### config.mk
export PLATFORM = sky130hd
export DESIGN_NAME = fb_fill_engine_flat
export DESIGN_NICKNAME = d
export VERILOG_FILES = /design/src/rtl/fb_fill_engine_pkg.sv /design/src/rtl/fb_fill_engine_if.sv /design/src/rtl/fb_fill_engine_cmd_fifo.sv /design/src/rtl/fb_fill_engine.sv /design/src/flat_wrapper.sv
export SDC_FILE = /design/constraint.sdc
export NUM_CORES = 1
export LEC_CHECK = 0
export CAP_MARGIN = 10
export CORE_ASPECT_RATIO = 0.75
export CORE_MARGIN = 2
export CORE_UTILIZATION = 53
export CTS_CLUSTER_SIZE = 14
export DETAILED_ROUTE_END_ITERATION = 16
export PLACE_DENSITY = 0.78
export SYNTH_ARGS = -nofsm -noshare
export SYNTH_HDL_FRONTEND = slang
export SYNTH_SLANG_ARGS = --single-unit
### constraint.sdc
create_clock -name clk -period 2.9 [get_ports clk]
set_clock_uncertainty 0.05 [all_clocks]
set_input_delay 0.58 -clock clk [delete_from_list [all_inputs] [get_ports clk]]
set_output_delay 0.58 -clock clk [all_outputs]
set_load 0.05 [all_outputs]
### src/rtl/fb_fill_engine_pkg.sv
// fb_pkg: shared types and defaults for the framebuffer fill engine
// Contents: default visible size, command opcodes, command record, fill FSM states.
package fb_pkg;
  localparam int DEF_FB_W = 200;
  localparam int DEF_FB_H = 150;
  typedef enum logic [1:0] {
    OP_PIXEL = 2'b00,
    OP_RECT  = 2'b01,
    OP_CLEAR = 2'b10,
    OP_RSVD  = 2'b11
  } fb_op_e;
  typedef struct packed {
    fb_op_e      op;
    logic [7:0]  x0;
    logic [7:0]  y0;
    logic [8:0]  w;
    logic [8:0]  h;
    logic [23:0] color;
  } fb_cmd_t;
  typedef enum logic [1:0] {
    S_IDLE,
    S_LOAD,
    S_RUN,
    S_DONE
  } fill_state_e;
endpackage

### src/rtl/fb_fill_engine_if.sv
// fb_fill_engine_if: command handshake and framebuffer write stream of the fill engine
// Command side: cmd_valid/cmd_ready, cmd_op, cmd_x0, cmd_y0, cmd_w, cmd_h, cmd_color.
// Write side: fb_enable, xy_addr {y,x}, color; status: busy, done.
// master = command source / framebuffer sink, slave = the engine.
interface fb_fill_engine_if;
  logic        cmd_valid;
  logic        cmd_ready;
  logic [1:0]  cmd_op;
  logic [7:0]  cmd_x0;
  logic [7:0]  cmd_y0;
  logic [8:0]  cmd_w;
  logic [8:0]  cmd_h;
  logic [23:0] cmd_color;
  logic        fb_enable;
  logic [15:0] xy_addr;
  logic [23:0] color;
  logic        busy;
  logic        done;
  modport master (
    output cmd_valid, cmd_op, cmd_x0, cmd_y0, cmd_w, cmd_h, cmd_color,
    input  cmd_ready, fb_enable, xy_addr, color, busy, done
  );
  modport slave (
    input  cmd_valid, cmd_op, cmd_x0, cmd_y0, cmd_w, cmd_h, cmd_color,
    output cmd_ready, fb_enable, xy_addr, color, busy, done
  );
endinterface

### src/rtl/fb_fill_engine_cmd_fifo.sv
// fb_cmd_fifo: synchronous command FIFO (DEPTH a power of two, at least 2)
// Ports: clk, reset_n (sync, active-low), push_i/data_i, pop_i/data_o (head, show-ahead),
// full_o, empty_o. Push is ignored when full, pop when empty.
module fb_cmd_fifo
  import fb_pkg::*;
#(
  parameter int DEPTH = 4
) (
  input  logic    clk,
  input  logic    reset_n,
  input  logic    push_i,
  input  logic    pop_i,
  input  fb_cmd_t data_i,
  output fb_cmd_t data_o,
  output logic    full_o,
  output logic    empty_o
);
  localparam int AW = $clog2(DEPTH);
  fb_cmd_t mem_q [DEPTH];
  logic [AW:0] wr_q, wr_d, rd_q, rd_d;
  logic do_push, do_pop;
  // Pointers carry one wrap bit so full and empty are distinguishable.
  always_comb begin
    full_o  = wr_q[AW] != rd_q[AW] && wr_q[AW-1:0] == rd_q[AW-1:0];
    empty_o = wr_q == rd_q;
    do_push = push_i && !full_o;
    do_pop  = pop_i && !empty_o;
    wr_d    = do_push ? wr_q + 1'b1 : wr_q;
    rd_d    = do_pop ? rd_q + 1'b1 : rd_q;
    data_o  = mem_q[rd_q[AW-1:0]];
  end
  always_ff @(posedge clk) begin
    wr_q <= !reset_n ? '0 : wr_d;
    rd_q <= !reset_n ? '0 : rd_d;
  end
  always_ff @(posedge clk)
    if (do_push) mem_q[wr_q[AW-1:0]] <= data_i;
endmodule

### src/rtl/fb_fill_engine.sv
// fb_fill_engine: clips PIXEL/RECT/CLEAR commands to the visible area and streams one framebuffer write per cycle
// Ports: clk, reset_n (sync, active-low), bus (fb_fill_engine_if.slave): command
// valid/ready handshake in, fb_enable/xy_addr/color write stream out, busy/done status.
module fb_fill_engine
  import fb_pkg::*;
#(
  parameter int FB_W       = DEF_FB_W,
  parameter int FB_H       = DEF_FB_H,
  parameter int FIFO_DEPTH = 4
) (
  input logic             clk,
  input logic             reset_n,
  fb_fill_engine_if.slave bus
);
  localparam logic [9:0] W10 = 10'(FB_W);
  localparam logic [9:0] H10 = 10'(FB_H);
  fb_cmd_t push_cmd, head, cmd_q, cmd_d;
  fill_state_e state_q, state_d;
  logic full, empty, pop, last, off_screen, no_area;
  logic [7:0] x_q, x_d, y_q, y_d, xs_q, xs_d, xe_q, xe_d, ye_q, ye_d;
  logic [7:0] ld_xs, ld_ys, ld_xe, ld_ye;
  logic [23:0] color_q, color_d;
  logic [9:0] x_sum, y_sum, x_lim, y_lim;
  assign push_cmd = '{op: fb_op_e'(bus.cmd_op), x0: bus.cmd_x0, y0: bus.cmd_y0,
                      w: bus.cmd_w, h: bus.cmd_h, color: bus.cmd_color};
  fb_cmd_fifo #(.DEPTH(FIFO_DEPTH)) u_fifo (
    .clk     (clk),
    .reset_n (reset_n),
    .push_i  (bus.cmd_valid && !full),
    .pop_i   (pop),
    .data_i  (push_cmd),
    .data_o  (head),
    .full_o  (full),
    .empty_o (empty)
  );
  // Clipping uses 10-bit sums so x0 + w never wraps before the min().
  always_comb begin
    x_sum      = {2'b0, cmd_q.x0} + {1'b0, cmd_q.w};
    y_sum      = {2'b0, cmd_q.y0} + {1'b0, cmd_q.h};
    x_lim      = x_sum > W10 ? W10 : x_sum;
    y_lim      = y_sum > H10 ? H10 : y_sum;
    off_screen = {2'b0, cmd_q.x0} >= W10 || {2'b0, cmd_q.y0} >= H10;
    no_area    = cmd_q.op == OP_RSVD || (cmd_q.op != OP_CLEAR && off_screen) ||
                 (cmd_q.op == OP_RECT && (cmd_q.w == '0 || cmd_q.h == '0));
    ld_xs      = cmd_q.op == OP_CLEAR ? 8'd0 : cmd_q.x0;
    ld_ys      = cmd_q.op == OP_CLEAR ? 8'd0 : cmd_q.y0;
    ld_xe      = cmd_q.op == OP_CLEAR ? 8'(FB_W - 1) : cmd_q.op == OP_RECT ? 8'(x_lim - 10'd1) : cmd_q.x0;
    ld_ye      = cmd_q.op == OP_CLEAR ? 8'(FB_H - 1) : cmd_q.op == OP_RECT ? 8'(y_lim - 10'd1) : cmd_q.y0;
    last       = x_q == xe_q && y_q == ye_q;
  end
  always_ff @(posedge clk)
    state_q <= !reset_n ? S_IDLE : state_d;
  always_comb begin
    state_d = state_q;
    case (state_q)
      S_IDLE:  state_d = empty ? S_IDLE : S_LOAD;
      S_LOAD:  state_d = no_area ? S_DONE : S_RUN;
      S_RUN:   state_d = last ? S_DONE : S_RUN;
      default: state_d = S_IDLE;
    endcase
  end
  always_comb begin
    pop           = state_q == S_IDLE && !empty;
    bus.cmd_ready = !full;
    bus.fb_enable = state_q == S_RUN;
    bus.done      = state_q == S_DONE;
    bus.busy      = state_q != S_IDLE || !empty;
    bus.xy_addr   = {y_q, x_q};
    bus.color     = color_q;
  end
  // Counters hold on the final write so xy_addr stays at the last address.
  always_comb begin
    cmd_d   = pop ? head : cmd_q;
    x_d     = x_q;
    y_d     = y_q;
    xs_d    = xs_q;
    xe_d    = xe_q;
    ye_d    = ye_q;
    color_d = color_q;
    if (state_q == S_LOAD) begin
      x_d     = ld_xs;
      y_d     = ld_ys;
      xs_d    = ld_xs;
      xe_d    = ld_xe;
      ye_d    = ld_ye;
      color_d = cmd_q.color;
    end else if (state_q == S_RUN && !last) begin
      x_d = x_q == xe_q ? xs_q : x_q + 8'd1;
      y_d = x_q == xe_q ? y_q + 8'd1 : y_q;
    end
  end
  always_ff @(posedge clk)
    if (!reset_n) begin
      cmd_q   <= '0;
      x_q     <= '0;
      y_q     <= '0;
      xs_q    <= '0;
      xe_q    <= '0;
      ye_q    <= '0;
      color_q <= '0;
    end else begin
      cmd_q   <= cmd_d;
      x_q     <= x_d;
      y_q     <= y_d;
      xs_q    <= xs_d;
      xe_q    <= xe_d;
      ye_q    <= ye_d;
      color_q <= color_d;
    end
endmodule

### src/flat_wrapper.sv
// flat-port wrapper written by rule: the top's interface ports become plain ports
module fb_fill_engine_flat import fb_pkg::*;
#(
  parameter int FB_W       = DEF_FB_W,
  parameter int FB_H       = DEF_FB_H,
  parameter int FIFO_DEPTH = 4
)
  (clk, reset_n, bus_cmd_valid, bus_cmd_op, bus_cmd_x0, bus_cmd_y0, bus_cmd_w, bus_cmd_h, bus_cmd_color, bus_cmd_ready, bus_fb_enable, bus_xy_addr, bus_color, bus_busy, bus_done);
  fb_fill_engine_if bus_i ();
  input logic clk;
  input logic reset_n;
  input wire logic [$bits(bus_i.cmd_valid)-1:0] bus_cmd_valid;
  input wire logic [$bits(bus_i.cmd_op)-1:0] bus_cmd_op;
  input wire logic [$bits(bus_i.cmd_x0)-1:0] bus_cmd_x0;
  input wire logic [$bits(bus_i.cmd_y0)-1:0] bus_cmd_y0;
  input wire logic [$bits(bus_i.cmd_w)-1:0] bus_cmd_w;
  input wire logic [$bits(bus_i.cmd_h)-1:0] bus_cmd_h;
  input wire logic [$bits(bus_i.cmd_color)-1:0] bus_cmd_color;
  output wire logic [$bits(bus_i.cmd_ready)-1:0] bus_cmd_ready;
  output wire logic [$bits(bus_i.fb_enable)-1:0] bus_fb_enable;
  output wire logic [$bits(bus_i.xy_addr)-1:0] bus_xy_addr;
  output wire logic [$bits(bus_i.color)-1:0] bus_color;
  output wire logic [$bits(bus_i.busy)-1:0] bus_busy;
  output wire logic [$bits(bus_i.done)-1:0] bus_done;
  assign bus_i.cmd_valid = bus_cmd_valid;
  assign bus_i.cmd_op = bus_cmd_op;
  assign bus_i.cmd_x0 = bus_cmd_x0;
  assign bus_i.cmd_y0 = bus_cmd_y0;
  assign bus_i.cmd_w = bus_cmd_w;
  assign bus_i.cmd_h = bus_cmd_h;
  assign bus_i.cmd_color = bus_cmd_color;
  assign bus_cmd_ready = bus_i.cmd_ready;
  assign bus_fb_enable = bus_i.fb_enable;
  assign bus_xy_addr = bus_i.xy_addr;
  assign bus_color = bus_i.color;
  assign bus_busy = bus_i.busy;
  assign bus_done = bus_i.done;
  fb_fill_engine #(.FB_W(FB_W), .FB_H(FB_H), .FIFO_DEPTH(FIFO_DEPTH)) u_core (.clk(clk), .reset_n(reset_n), .bus(bus_i));
endmodule
=== After elaboration in Yosys (flattened, before gate mapping) ===
Memory sizes are Yosys's and may differ from the RTL's. A register that Yosys moved wholly into a read port is not among the register bits.
Cells that the tools add are included.

* Add/sub/neg operators: 8
* Magnitude comparators: 4
* Equal/unequal tests: 12
* Muxes and demuxes: 20
* Reductions and logical operators: 25

{| class="wikitable"
|+ Operator list
! kind !! number
|-
| 2-to-1 mux 8 bit || 14
|-
| adder 8 x 9 -> 10 bit || 2
|-
| greater-than comparator 10 x 8 -> 1 bit, second input constant || 2
|-
| logical NOT 9 bit || 2
|-
| adder 8 x 1 -> 8 bit, second input constant || 2
|-
| equality test 8 bit || 2
|-
| >= comparator 8 bit, second input constant || 2
|-
| subtractor 8 x 1 -> 8 bit, second input constant || 2
|-
| logical AND 1 bit || 9
|-
| equality test 2 bit, second input constant || 4
|-
| adder 3 x 1 -> 3 bit, second input constant || 2
|-
| one-hot mux 2 bit (3 select lines) || 1
|-
| nonzero test 2 bit || 3
|-
| logical OR 1 bit || 5
|-
| 2-to-1 mux 1 bit || 5
|-
| equality test 2 x 1 -> 1 bit, second input constant || 2
|-
| logical NOT 1 bit || 4
|-
| equality test 3 bit || 1
|-
| equality test 2 bit || 1
|-
| logical NOT 2 bit || 1
|-
| != test 2 bit, second input constant || 1
|-
| AND reduction 2 bit || 1
|-
| != test 1 bit || 1
|}

* Flip-flop bits (word level): 72
* RAM bits: 240
* Input bits: 63
* Output and inout bits: 44
* Memories: 1

{| class="wikitable"
|+ Memory list
! name !! depth !! width !! read ports !! clocked after Yosys merged registers in !! write ports !! line !! RTL
|-
| u_core.u_fifo.mem_q || 4 || 60 || 1 || 1 || 1 || fb_fill_engine_cmd_fifo.sv:19 || <nowiki>fb_cmd_t mem_q [DEPTH];</nowiki>
|}

=== Depth between registers and ports, before layout ===
* Word-level depth: 7
* Mapped depth: 16
* Mapped depth without buffers: 16

=== Modules after synthesis ===
A second synthesis with hierarchy kept.

* Cells, all modules: 1181
* Area, all modules: 15841.4 µm²

{| class="wikitable"
|+ Modules (own cells, without submodules)
! module !! instances !! cells an instance !! area each (µm²)
|-
| fb_cmd_fifo || 1 || 382 || 9192.6
|-
| fb_fill_engine || 1 || 799 || 6648.9
|}

=== Least setup slack after synthesis ===
Ideal clock, no wire load.

* Kind: reg-to-reg
* From: register u_core.u_fifo.rd_q[0]
* To: memory u_core.u_fifo.mem_q[3][0] in the netlist's numbering, enable pin
* Data arrival time: 2.808 ns
* Data required time: 2.424 ns
* Path slack: -0.384 ns
* Stages on the path, launching flop included: 5
* Period minus slack after synthesis: 3.284 ns
* Cells stage by stage: dfxtp_1 -> clkbuf_1 -> xor2_1 -> or3_1 -> and3_1

* Longest elaborated chain between the ends: 7

{| class="wikitable"
|+ RTL lines
! element !! line !! RTL
|-
| start, declared || fb_fill_engine_cmd_fifo.sv:20 || <nowiki>logic [AW:0] wr_q, wr_d, rd_q, rd_d;</nowiki>
|-
| start signal, assigned || fb_fill_engine_cmd_fifo.sv:34 || <nowiki>rd_q <= !reset_n ? '0 : rd_d;</nowiki>
|-
| equality test 2 bit * || fb_fill_engine_cmd_fifo.sv:24 || <nowiki>full_o = wr_q[AW] != rd_q[AW] && wr_q[AW-1:0] == rd_q[AW-1:0];</nowiki>
|-
| logical AND 1 bit * || fb_fill_engine_cmd_fifo.sv:24 ||
|-
| logical NOT 1 bit * || -- ||
|-
| via bus_cmd_ready || flat_wrapper.sv:19 || <nowiki>output wire logic [$bits(bus_i.cmd_ready)-1:0] bus_cmd_ready;</nowiki>
|-
| logical AND 1 bit || fb_fill_engine.sv:29 || <nowiki>.push_i (bus.cmd_valid && !full),</nowiki>
|-
| logical AND 1 bit * || fb_fill_engine_cmd_fifo.sv:26 || <nowiki>do_push = push_i && !full_o;</nowiki>
|-
| 2-to-1 mux 1 bit * || fb_fill_engine_cmd_fifo.sv:37 || <nowiki>if (do_push) mem_q[wr_q[AW-1:0]] <= data_i;</nowiki>
|-
| 2-to-1 mux 1 bit (implied by the code) * || fb_fill_engine_cmd_fifo.sv:37 ||
|-
| end, declared || fb_fill_engine_cmd_fifo.sv:19 ||
|}

The timed path passes the listed nets; every way through them passes the cells marked *.

=== Worst setup path after layout ===
* From: register u_core.cmd_q[42] (netlist name)
* To: register u_core.ye_q[2]

* Longest elaborated chain between the ends: 6

{| class="wikitable"
|+ RTL lines
! element !! line !! RTL
|-
| adder 8 x 9 -> 10 bit * || fb_fill_engine.sv:39 || <nowiki>y_sum = {2'b0, cmd_q.y0} + {1'b0, cmd_q.h};</nowiki>
|-
| greater-than comparator 10 x 8 -> 1 bit || fb_fill_engine.sv:41 || <nowiki>y_lim = y_sum > H10 ? H10 : y_sum;</nowiki>
|-
| 2-to-1 mux 8 bit * || fb_fill_engine.sv:41 ||
|-
| subtractor 8 x 1 -> 8 bit * || fb_fill_engine.sv:48 || <nowiki>ld_ye = cmd_q.op == OP_CLEAR ? 8'(FB_H - 1) : cmd_q.op == OP_RECT ? 8'(y_lim - 10'd1) : cmd_q.y0;</nowiki>
|-
| 2-to-1 mux 8 bit * (2 in a row) || fb_fill_engine.sv:48 ||
|-
| end signal, assigned || fb_fill_engine.sv:107 || <nowiki>ye_q <= ye_d;</nowiki>
|-
| end, declared || fb_fill_engine.sv:20 || <nowiki>logic [7:0] x_q, x_d, y_q, y_d, xs_q, xs_d, xe_q, xe_d, ye_q, ye_d;</nowiki>
|}

Every way passes the cells marked *; elsewhere a longest branch is shown, timed or not.
A chain may end at the register's enable or synchronous reset.

==> flow_summary.toml <==
[worst_hold_path]
hold_end = "u_core.cmd_q[16]$_SDFFE_PN0P_"
hold_path_class = "register to register"
holdPathStages = 2
hold_path.startpoint = "u_core.cmd_q[16]$_SDFFE_PN0P_"

[power]
p_sw_frac = 0.368
p_leak_nw = 6.51
p_seq_frac = 0.344
pwr_density_cell_mw_per_mm2 = 1080
p_sw_mw = 7.48
vdd_drop_max_mv = 0.697
p_total_mw = 20.3
pwr-share-clk = 0.219
internal_power_mw = 12.9
pwr-share-comb = 0.437

[setup_path]
worst-r2r-cell-count = 14
critPathMaxFanout = 4
worstSetupEndpointType = "register"
critPathKind = "register to register"
required_ns = 3.29
r2r_start = "u_core.cmd_q[42]$_SDFFE_PN0P_"
critPathArrivalTime_ns = 3.42
rrSetupSlack_ns = -0.13
rr_endpoint = "u_core.ye_q[2]$_SDFFE_PN0P_"
startpoint_type = "register"

[final_layout]
stdcell_count = 1741
num-fill-cells = 2059
nNetsFinal = 1422
drive_above_1_share = 0.191
post-route-util = 0.666
fin_area_mm2 = 0.0188
area_growth_pct = 22.6
multi_input_area_mm2 = 0.00550
seq_area_mm2 = 0.00986

[status]
failed_checks = "setup timing"
status = "complete, but fails checks"

[cts]
cts_root_buf = "clkbuf_16"
clk_latency_ns = 0.54
cts_tree = "yes"
clkTransAtPathRegs_ns = 0.06
h-tree-depth = 2
hold_buffers = 0
cts.sinks = 372
clockBufferDepth = 3
cts_made_buffers = 35

[global_routing]
overflow = 0
grt_usage = 0.233
grt_max_degree = 63
grt_pass1_vias = 9913
grt_antenna_before_repair = 2
grt_pass1_wl_um = 55000

[synth]
synth_area_mm2 = 0.0153
synth_nets = 1249
synthTopCellsByCount = "edfxtp_1, nand2_1, dfxtp_1, a21oi_1, nor2_1"
synthCells = 1154
synthTopCellsByArea = "edfxtp_1, dfxtp_1, mux4_2, nand2_1, a21oi_1"
synth.distinct_cells = 63
ys_ff_latch = 372
synthFlopType = "edfxtp_1"
synthMostInstantiatedCell = "edfxtp_1"
synth_edf_count = 240
ys_warn_count = 0
synth_top_area_cell = "edfxtp_1"
syn_area_per_cell_um2 = 13.3
yosysSeqAreaShare = 0.642
yosysTopAreaCellShare = 0.470
synthArstFlopShare = 0

[sta]
setup_violations = 2
maxClockFrequency_ghz = 0.330
worstMarginPinSlew_ns = 0.996
timing.hold.ws_ns = 0.406
hold_viol_final = 0
setup_ws_ns = -0.131
maxSlewViolCount = 0
maxSlewHeadroom = 0.336
fin_setup_tns_ns = -0.243
finalCritPeriodShare = 1.05
fin_crit_ns = 3.03
rsz0062_at_grt = "true"

[die]
die_h_um = 151
start_util = 0.543
fp.dieArea_mm2 = 0.0304
core_area_mm2 = 0.0282
fp-row-count = 53
die_x_um = 201
io_pins = 107

[drt]
first_pass_iters = 5
via_per_inst = 5.72
drcViolationCount = 0
wl_per_cell_um = 20.0
drt_wl_total_um = 34900
ant_nets = 0
num_vias = 9950
drt_iter0_markers = 688

[placement]
pre_cts_slack_ns = -0.189
dp.cells = 1669
hpwl_um = 22100
io_buffers = 106
gp_congestion = 0.913
placed_area_mm2 = 0.0175

[run]
drv_cap = 0
==> power by group through the flow <==
stage | clock network (mW) | logic, mW | registers, mW
after floorplan | 0 | 5.09 | 7.30
after global placement | 0 | 8.15 | 7.03
after detailed placement | 0 | 8.26 | 7.08
after CTS | 4.53 | 8.49 | 6.98
after global routing | 4.74 | 9.69 | 7.09
final | 4.45 | 8.89 | 7.01
==> per-layer routing <==
metal | routed length, µm | vias to the layer above | GRT usage
met1 | 16000 | 4981 | 0.331
li1 | - | 4649 | -
met4 | 651 | 0 | 0.0544
met3 | 2060 | 54 | 0.0482
met2 | 16200 | 266 | 0.374
met5 | 0 | - | 0
==> placed cells by master (no fill, tap or decap), drive strengths merged, types with 6 or more instances in the layout <==
cell,synthesis,final
edfxtp,240,240
nand2,180,180
dfxtp,132,132
clkdlybuf4s50,0,104
a21oi,97,97
buf,13,87
nor2,75,75
mux4,60,60
clkbuf,42,52
ha,30,30
mux2i,29,29
o21ai,26,26
xnor2,25,25
xor2,23,23
inv,17,17
o211ai,15,15
nand3,13,13
nor3,11,11
clkinv,1,10
a31oi,8,8
or3,8,8
and2,8,8
nor4,7,7
a311oi,7,7
and3,7,7
nor3b,6,6
nand4,6,6
==> area by class of cell <==
cell class,instances,area share
Sequential cell,372,0.524
Multi-Input combinational cell,709,0.292
Timing Repair Buffer,191,0.0955
Clock buffer,52,0.0510
Tap cell,385,0.0256
Clock inverter,12,0.00764
Inverter,18,0.00366
Antenna cell,2,0.000266
==> critical path, stage by stage (launching register included) <==
cell and delay (ns):
dfxtp_2 0.33, ha_4 0.16, fa_2 0.38, a211oi_4 0.32, or2_4 0.21, o311ai_4 0.08, nor2_1 0.13, a21oi_2 0.09
nor2_2 0.11, nand2_1 0.07, ha_2 0.19, buf_4 0.13, or4b_1 0.48, mux2i_1 0.14, nor2_1 0.05
==> what timing repair did <==
item / 4_1_cts / 5_1_grt
resized for setup: 17 / 26
pin swaps: 20 / 22
buffers inserted: 3 / 4
endpoints found under the setup margin: 6 / 8
==> how the worst max path moves through the flow <==
stage / cells after the start / slack [ns] / endpoint / start
2_1_floorplan: 15 / -0.08 / u_core.ye_q[6]$_SDFFE_PN0P_ / u_core.cmd_q[24]$_SDFFE_PN0P_
3_3_place_gp: 14 / -0.11 / u_core.ye_q[6]$_SDFFE_PN0P_ / u_core.cmd_q[24]$_SDFFE_PN0P_
3_5_place_dp: 15 / -0.19 / u_core.ye_q[6]$_SDFFE_PN0P_ / u_core.cmd_q[24]$_SDFFE_PN0P_
4_1_cts: 14 / -0.10 / u_core.ye_q[2]$_SDFFE_PN0P_ / u_core.cmd_q[42]$_SDFFE_PN0P_
5_1_grt: 14 / -0.33 / u_core.ye_q[2]$_SDFFE_PN0P_ / u_core.cmd_q[24]$_SDFFE_PN0P_
6_report: 14 / -0.13 / u_core.ye_q[2]$_SDFFE_PN0P_ / u_core.cmd_q[42]$_SDFFE_PN0P_
==> flip-flops by register name (all words and copies together), names as in the netlist <==
signal and flops:
u_core.bus.color 24, u_core.cmd_q 60, u_core.state_q 2, u_core.u_fifo.mem_q 240
u_core.u_fifo.rd_q 3, u_core.u_fifo.wr_q 3, u_core.x_q 8, u_core.xe_q 8
u_core.xs_q 8, u_core.y_q 8, u_core.ye_q 8
==> logic make-up (layout without fill, tap and decap cells) <==
family / Yosys count / in the layout / share of synthesized area
XOR/XNOR: 48 / 48 / 0.0274
AO/OA/AOI/OAI: 198 / 198 / 0.0809
adder cells (fa/ha/maj): 33 / 33 / 0.0277
AND/OR/NAND/NOR: 341 / 341 / 0.0974
multiplexers: 89 / 89 / 0.107
other: 0 / 2 / 0
buffers and inverters: 73 / 273 / 0.0180
flip-flops: 372 / 372 / 0.642
Power figures use the tool's default switching activity.
